File: config.mk
export PLATFORM = sky130hd
export DESIGN_NAME = bp_fe_realigner
export DESIGN_NICKNAME = d
export VERILOG_FILES = /design/src/rtl/bp_fe_realigner.sv
export SDC_FILE = /design/constraint.sdc
export NUM_CORES = 1
export LEC_CHECK = 0
export CAP_MARGIN = 10
export CELL_PAD_IN_SITES_DETAIL_PLACEMENT = 0
export CELL_PAD_IN_SITES_GLOBAL_PLACEMENT = 1
export CORE_ASPECT_RATIO = 2
export CORE_MARGIN = 2
export CORE_UTILIZATION = 32
export CTS_BUF_LIST = sky130_fd_sc_hd__clkbuf_8
export DETAILED_ROUTE_END_ITERATION = 6
export HOLD_SLACK_MARGIN = 0.15
export PLACE_DENSITY_LB_ADDON = 0.12
export SYNTH_ARGS = -nofsm -noshare
export SYNTH_HDL_FRONTEND = slang
export SYNTH_SLANG_ARGS = --single-unit
File: constraint.sdc
create_clock -name clk_i -period 3.35 [get_ports clk_i]
set_clock_uncertainty 0.2 [all_clocks]
set_input_delay 0.5025 -clock clk_i [delete_from_list [all_inputs] [get_ports clk_i]]
set_output_delay 0.5025 -clock clk_i [all_outputs]
set_load 0.03 [all_outputs]
File: src/rtl/bp_fe_realigner.sv
`default_nettype none
// ============================================================================
// bp_fe_realigner: turns fetch packets of 16-bit parcels into one instruction
// per cycle, stitching 32-bit instructions that straddle two packets.
// Define BP_FE_REALIGNER_COMPRESSED_EN for RVC support (default: 32-bit only).
// Revision: 1.0
// ============================================================================
module bp_fe_realigner #(
  parameter int vaddr_width_p   = 39,
  parameter int fetch_parcels_p = 2
) (
  input  logic                         clk_i,
  input  logic                         reset_i,
  input  logic                         redirect_v_i,
  input  logic [vaddr_width_p-1:0]     redirect_pc_i,
  input  logic                         fetch_v_i,
  input  logic [vaddr_width_p-1:0]     fetch_pc_i,
  input  logic [16*fetch_parcels_p-1:0] fetch_data_i,
  output logic                         fetch_ready_o,
  output logic                         instr_v_o,
  output logic [vaddr_width_p-1:0]     instr_pc_o,
  output logic [31:0]                  instr_o,
  output logic                         instr_compressed_o,
  output logic                         instr_partial_o,
  input  logic                         instr_yumi_i
);
  localparam int LG = $clog2(fetch_parcels_p);
  localparam int CW = LG + 1;

  logic                          buf_v_r;
  logic [vaddr_width_p-1:0]      buf_pc_r;
  logic [16*fetch_parcels_p-1:0] buf_data_r;
  logic [CW-1:0]                 cursor_r;
  logic [LG-1:0]                 skip_r;

  logic [15:0] parcels [fetch_parcels_p];
  for (genvar g = 0; g < fetch_parcels_p; g++) begin : g_parcels
    assign parcels[g] = buf_data_r[16*g +: 16];
  end

  logic [LG-1:0]            cur_idx;
  logic [15:0]              p;
  logic [15:0]              nxt;
  logic [vaddr_width_p-1:0] cur_pc;
  assign cur_idx = cursor_r[LG-1:0];
  assign p       = parcels[cur_idx];
  assign nxt     = parcels[cur_idx + LG'(1)];
  assign cur_pc  = buf_pc_r + {{(vaddr_width_p-CW-1){1'b0}}, cursor_r, 1'b0};

`ifdef BP_FE_REALIGNER_COMPRESSED_EN
  logic                     part_v_r;
  logic [15:0]              part_r;
  logic [vaddr_width_p-1:0] part_pc_r;
`endif

  logic          capture;
  logic [CW-1:0] consume;

  always_comb begin
    instr_o            = {nxt, p};
    instr_pc_o         = cur_pc;
    instr_compressed_o = 1'b0;
    instr_partial_o    = 1'b0;
    consume            = CW'(2);
    capture            = 1'b0;
`ifdef BP_FE_REALIGNER_COMPRESSED_EN
    if (part_v_r) begin
      instr_o         = {p, part_r};
      instr_pc_o      = part_pc_r;
      instr_partial_o = 1'b1;
      consume         = CW'(1);
    end else if (p[1:0] != 2'b11) begin
      instr_o            = {16'h0000, p};
      instr_compressed_o = 1'b1;
      consume            = CW'(1);
    end else if (cur_idx == LG'(fetch_parcels_p-1)) begin
      // lower half sits in the last parcel: park it until the next packet
      capture = buf_v_r;
    end
`endif
  end

  logic [CW-1:0] cursor_adv;
  logic          fire;
  logic          last;
  logic          drain;
  logic          accept;
  logic [LG-1:0] redirect_skip;

  assign instr_v_o     = buf_v_r & ~capture & ~redirect_v_i;
  assign fire          = instr_v_o & instr_yumi_i;
  assign cursor_adv    = cursor_r + consume;
  assign last          = (cursor_adv >= CW'(fetch_parcels_p));
  assign drain         = (fire & last) | capture;
  assign fetch_ready_o = ~reset_i & ~redirect_v_i & (~buf_v_r | drain);
  assign accept        = fetch_v_i & fetch_ready_o;

`ifdef BP_FE_REALIGNER_COMPRESSED_EN
  assign redirect_skip = redirect_pc_i[1 +: LG];
  // the partial that survives this cycle, including one captured right now
  logic                     part_keep;
  logic [vaddr_width_p-1:0] part_pc_eff;
  assign part_keep   = (part_v_r & ~fire) | capture;
  assign part_pc_eff = capture ? cur_pc : part_pc_r;
`else
  assign redirect_skip = redirect_pc_i[1 +: LG] & ~LG'(1);
`endif

  logic unused_redirect_bits;
  assign unused_redirect_bits = ^{redirect_pc_i[vaddr_width_p-1:LG+1], redirect_pc_i[0]};

  always_ff @(posedge clk_i or posedge reset_i) begin
    if (reset_i) begin
      buf_v_r    <= 1'b0;
      buf_pc_r   <= '0;
      buf_data_r <= '0;
      cursor_r   <= '0;
      skip_r     <= '0;
`ifdef BP_FE_REALIGNER_COMPRESSED_EN
      part_v_r   <= 1'b0;
      part_r     <= '0;
      part_pc_r  <= '0;
`endif
    end else if (redirect_v_i) begin
      buf_v_r  <= 1'b0;
      skip_r   <= redirect_skip;
`ifdef BP_FE_REALIGNER_COMPRESSED_EN
      part_v_r <= 1'b0;
`endif
    end else begin
      if (fire) begin
        cursor_r <= cursor_adv;
        if (last) buf_v_r <= 1'b0;
      end
`ifdef BP_FE_REALIGNER_COMPRESSED_EN
      if (fire && part_v_r) part_v_r <= 1'b0;
      if (capture) begin
        buf_v_r   <= 1'b0;
        part_v_r  <= 1'b1;
        part_r    <= p;
        part_pc_r <= cur_pc;
      end
`endif
      if (accept) begin
        buf_v_r    <= 1'b1;
        buf_pc_r   <= fetch_pc_i;
        buf_data_r <= fetch_data_i;
        cursor_r   <= {1'b0, skip_r};
        skip_r     <= '0;
`ifdef BP_FE_REALIGNER_COMPRESSED_EN
        if (part_keep && (fetch_pc_i != part_pc_eff + vaddr_width_p'(2)))
          part_v_r <= 1'b0;
`endif
      end
    end
  end

endmodule
`default_nettype wire

==> metrics.csv <==
metric,value,unit
status,"finished, final reports clean",
arrival,2.54,ns
r2r_end,buf_pc_r[13],
finalSetupViolCount,0,
hold_depth,1,
cts_tree,done,
worst_pin_slew,0.815,ns
dieWidth,81.5,microns
grt_max_degree,45,
postSynthCellCount,278,
min-delay-start,buf_data_r[6],
clkSinkCount,73,
design.core.area,11700,sq um
rsz0062_at_grt,no,
hold_viol_final,0,
root_buffer,clkbuf_8,
clk_latency,0.34,ns
worst_path_largest_cell_delay,0.70,ns
ant_nets,0,
drive_above_1_share,23.6,%
grt_pass1_wl,15.3,mm
routabilityCongestion,0.749,
port_buffers,148,
finalSetupTns,0,ns
finalCritPeriodShare,96.9,%
layout.nets,548,
drv_slew,0,
grt_pass1_vias,2895,
leakage,2.63,nW
drt_iter0_markers,104,
p_total,3.24,mW
ys_seq_elements,73,
critPathLaunchType,flip-flop,
rows,56,
reg2reg_from,cursor_r[1],
rrSetupSlack,1.21,ns
crit_type,reg2out,
syn_avg_cell_area,13.8,sq um
end_kind,output port,
p_per_area,577,nW/um^2
numCtsBuffers,9,
vias,2660,
first_pass_iters,4,
n_antenna_cell,0,
max_slew_margin,45.7,%
max_freq,308,MHz
grt_overflow,0,
reg2reg_depth,5,
cp_slowest_cell,clkdlybuf4s50_1,
areaGrowthSynthToFinish,46.2,%
vdd_ir_drop_max,0.248,mV
drc_errors,0,
dieArea,12900,sq um
start_util,32.8,%
grt_util_all_layers,15.5,%
hold_end,buf_data_r[6],
min_path_type,reg2reg,
vias_per_cell,4.58,
ctsHoldBuffers,0,
wirelength,9.52,mm
grt_antenna_before_repair,0,
drv_cap,0,
cp.required,2.65,ns
ys_types,31,
hpwl,6.99,mm
synth_area,3840,sq um
ctsHtreeMaxLevel,3,
finalCriticalPeriod,3.25,ns
crit_chain,fa_1 > and4_1 > nand3_1 > nor2_1 > xor2_1 > clkdlybuf4s50_1,
yosysSeqAreaShare,47.6,%
path_clk_slew,0.08,ns
ios,190,
clock_path_buffers,2,
crit_fanout,5,
die_h,159,microns
yosysWarnings,0,
wl_per_cell,16.4,microns
==> cell usage after synthesis, drive strengths merged <==
| master | n | area [sq um] |
|---|---|---|
| a211oi | 1 | 20.0 |
| a21oi | 1 | 5.00 |
| and2 | 1 | 6.26 |
| and3 | 4 | 26.3 |
| and4 | 7 | 65.1 |
| buf | 14 | 130 |
| conb | 1 | 3.75 |
| dfrtp | 73 | 1830 |
| fa | 1 | 20.0 |
| ha | 1 | 12.5 |
| inv | 7 | 26.3 |
| mux2 | 71 | 1060 |
| nand2 | 16 | 67.6 |
| nand2b | 1 | 13.8 |
| nand3 | 11 | 55.1 |
| nand4 | 7 | 58.8 |
| nor2 | 7 | 26.3 |
| nor2b | 1 | 6.26 |
| nor3 | 14 | 70.1 |
| nor4 | 2 | 18.8 |
| xnor2 | 15 | 131 |
| xor2 | 22 | 193 |
==> cell type report <==
class,instances,area [sq um]
Clock buffer,9,124
Clock inverter,7,70.1
Fill cell,1079,6090
Inverter,7,27.5
Multi-Input combinational cell,186,1870
Sequential cell,73,1830
Tap cell,145,181
Timing Repair Buffer,154,1520
==> critical path, delay by kind of cell, from the launching register on <==
| kind | cells | cell delay [ns] |
|---|---|---|
| and+or+nand+nor | 3 | 0.42 |
| xor gates and xnor gates | 1 | 0.17 |
| buffers and inverters | 1 | 0.70 |
| DFF | 1 | 0.45 |
| adders and majority gates | 1 | 0.46 |
==> state kept, by name, summed over array words and instances, names as in the netlist <==
name / cells
buf_v_r: 1
cursor_r: 1
buf_pc_r: 39
buf_data_r: 32
==> worst max-delay path by stage <==
| stage | start | cells past startpoint | endpoint |
|---|---|---|---|
| 6_report | cursor_r[1] | 6 | instr_pc_o[25] |
| 5_1_grt | cursor_r[1] | 7 | instr_pc_o[28] |
| 4_1_cts | cursor_r[1] | 6 | instr_pc_o[22] |
| 3_5_place_dp | cursor_r[1] | 6 | instr_pc_o[38] |
| 3_3_place_gp | cursor_r[1] | 6 | instr_pc_o[38] |
| 2_1_floorplan | buf_pc_r[2] | 5 | instr_pc_o[15] |
==> per-stage QoR <==
step | std cells | utilization, % | setup WS (ns) | cell area [sq um] | hold slack, ns
after floorplan | 280 | - | 0.611 | 3850 | 0.281
after global placement | 563 | 46.4 | 0.115 | 5430 | 0.294
after detailed placement | 563 | 46.4 | 0.0926 | 5430 | 0.292
after CTS | 581 | 47.9 | 0.00152 | 5610 | 0.316
after global routing | 581 | 48.0 | 0.00132 | 5620 | 0.326
final | 581 | 48.0 | 0.103 | 5620 | 0.311
==> what timing repair did <==
item	in CTS	in global routing
pin swaps	2	0
gates cloned	0	0
setup buffers	2	0
gates resized for setup	22	7
setup endpoints to repair	22	6
==> routing by layer <==
metal	part of all wire [%]	vias to the layer above	track usage [%]
met1	38	1297	17.8
met3	6.3	9	4.31
met2	55	86	26.5
met4	1.6	0	5.86
li1	-	1268	-
met5	0	-	0
==> cells by family after synthesis <==
group | after synthesis | synth area share, %
other | 1 | 0.0976
and+or+nand+nor | 71 | 10.8
muxes | 71 | 27.6
adders and majority gates | 2 | 0.847
xor gates and xnor gates | 37 | 8.44
AOI/OAI and AO/OA | 2 | 0.651
buffers and inverters | 21 | 4.07
DFF | 73 | 47.6
==> report_power, final <==
| group | switching (mW) | total, mW | internal [mW] |
|---|---|---|---|
| combinational | 0.647 | 1.31 | 0.665 |
| sequential | 0.169 | 1.23 | 1.06 |
| clock | 0.355 | 0.699 | 0.344 |
==> cell usage in the layout (no fill, tap or decap), types with 2 or more instances in the layout <==
cell type and instances:
dlymetal6s2s_1 5, dlygate4sd2_1 21, nand2_1 15, inv_1 6, nand3_1 11, and4_1 5
clkinv_2 4, nor3_1 14, clkdlybuf4s50_1 121, conb_1 3, buf_4 5, and3_1 3
xor2_1 22, xnor2_1 15, dfrtp_1 73, clkbuf_8 9, mux2_2 2, nor2_1 7
mux2_4 69, nand4_1 6
(Power assumes the default switching activity.)
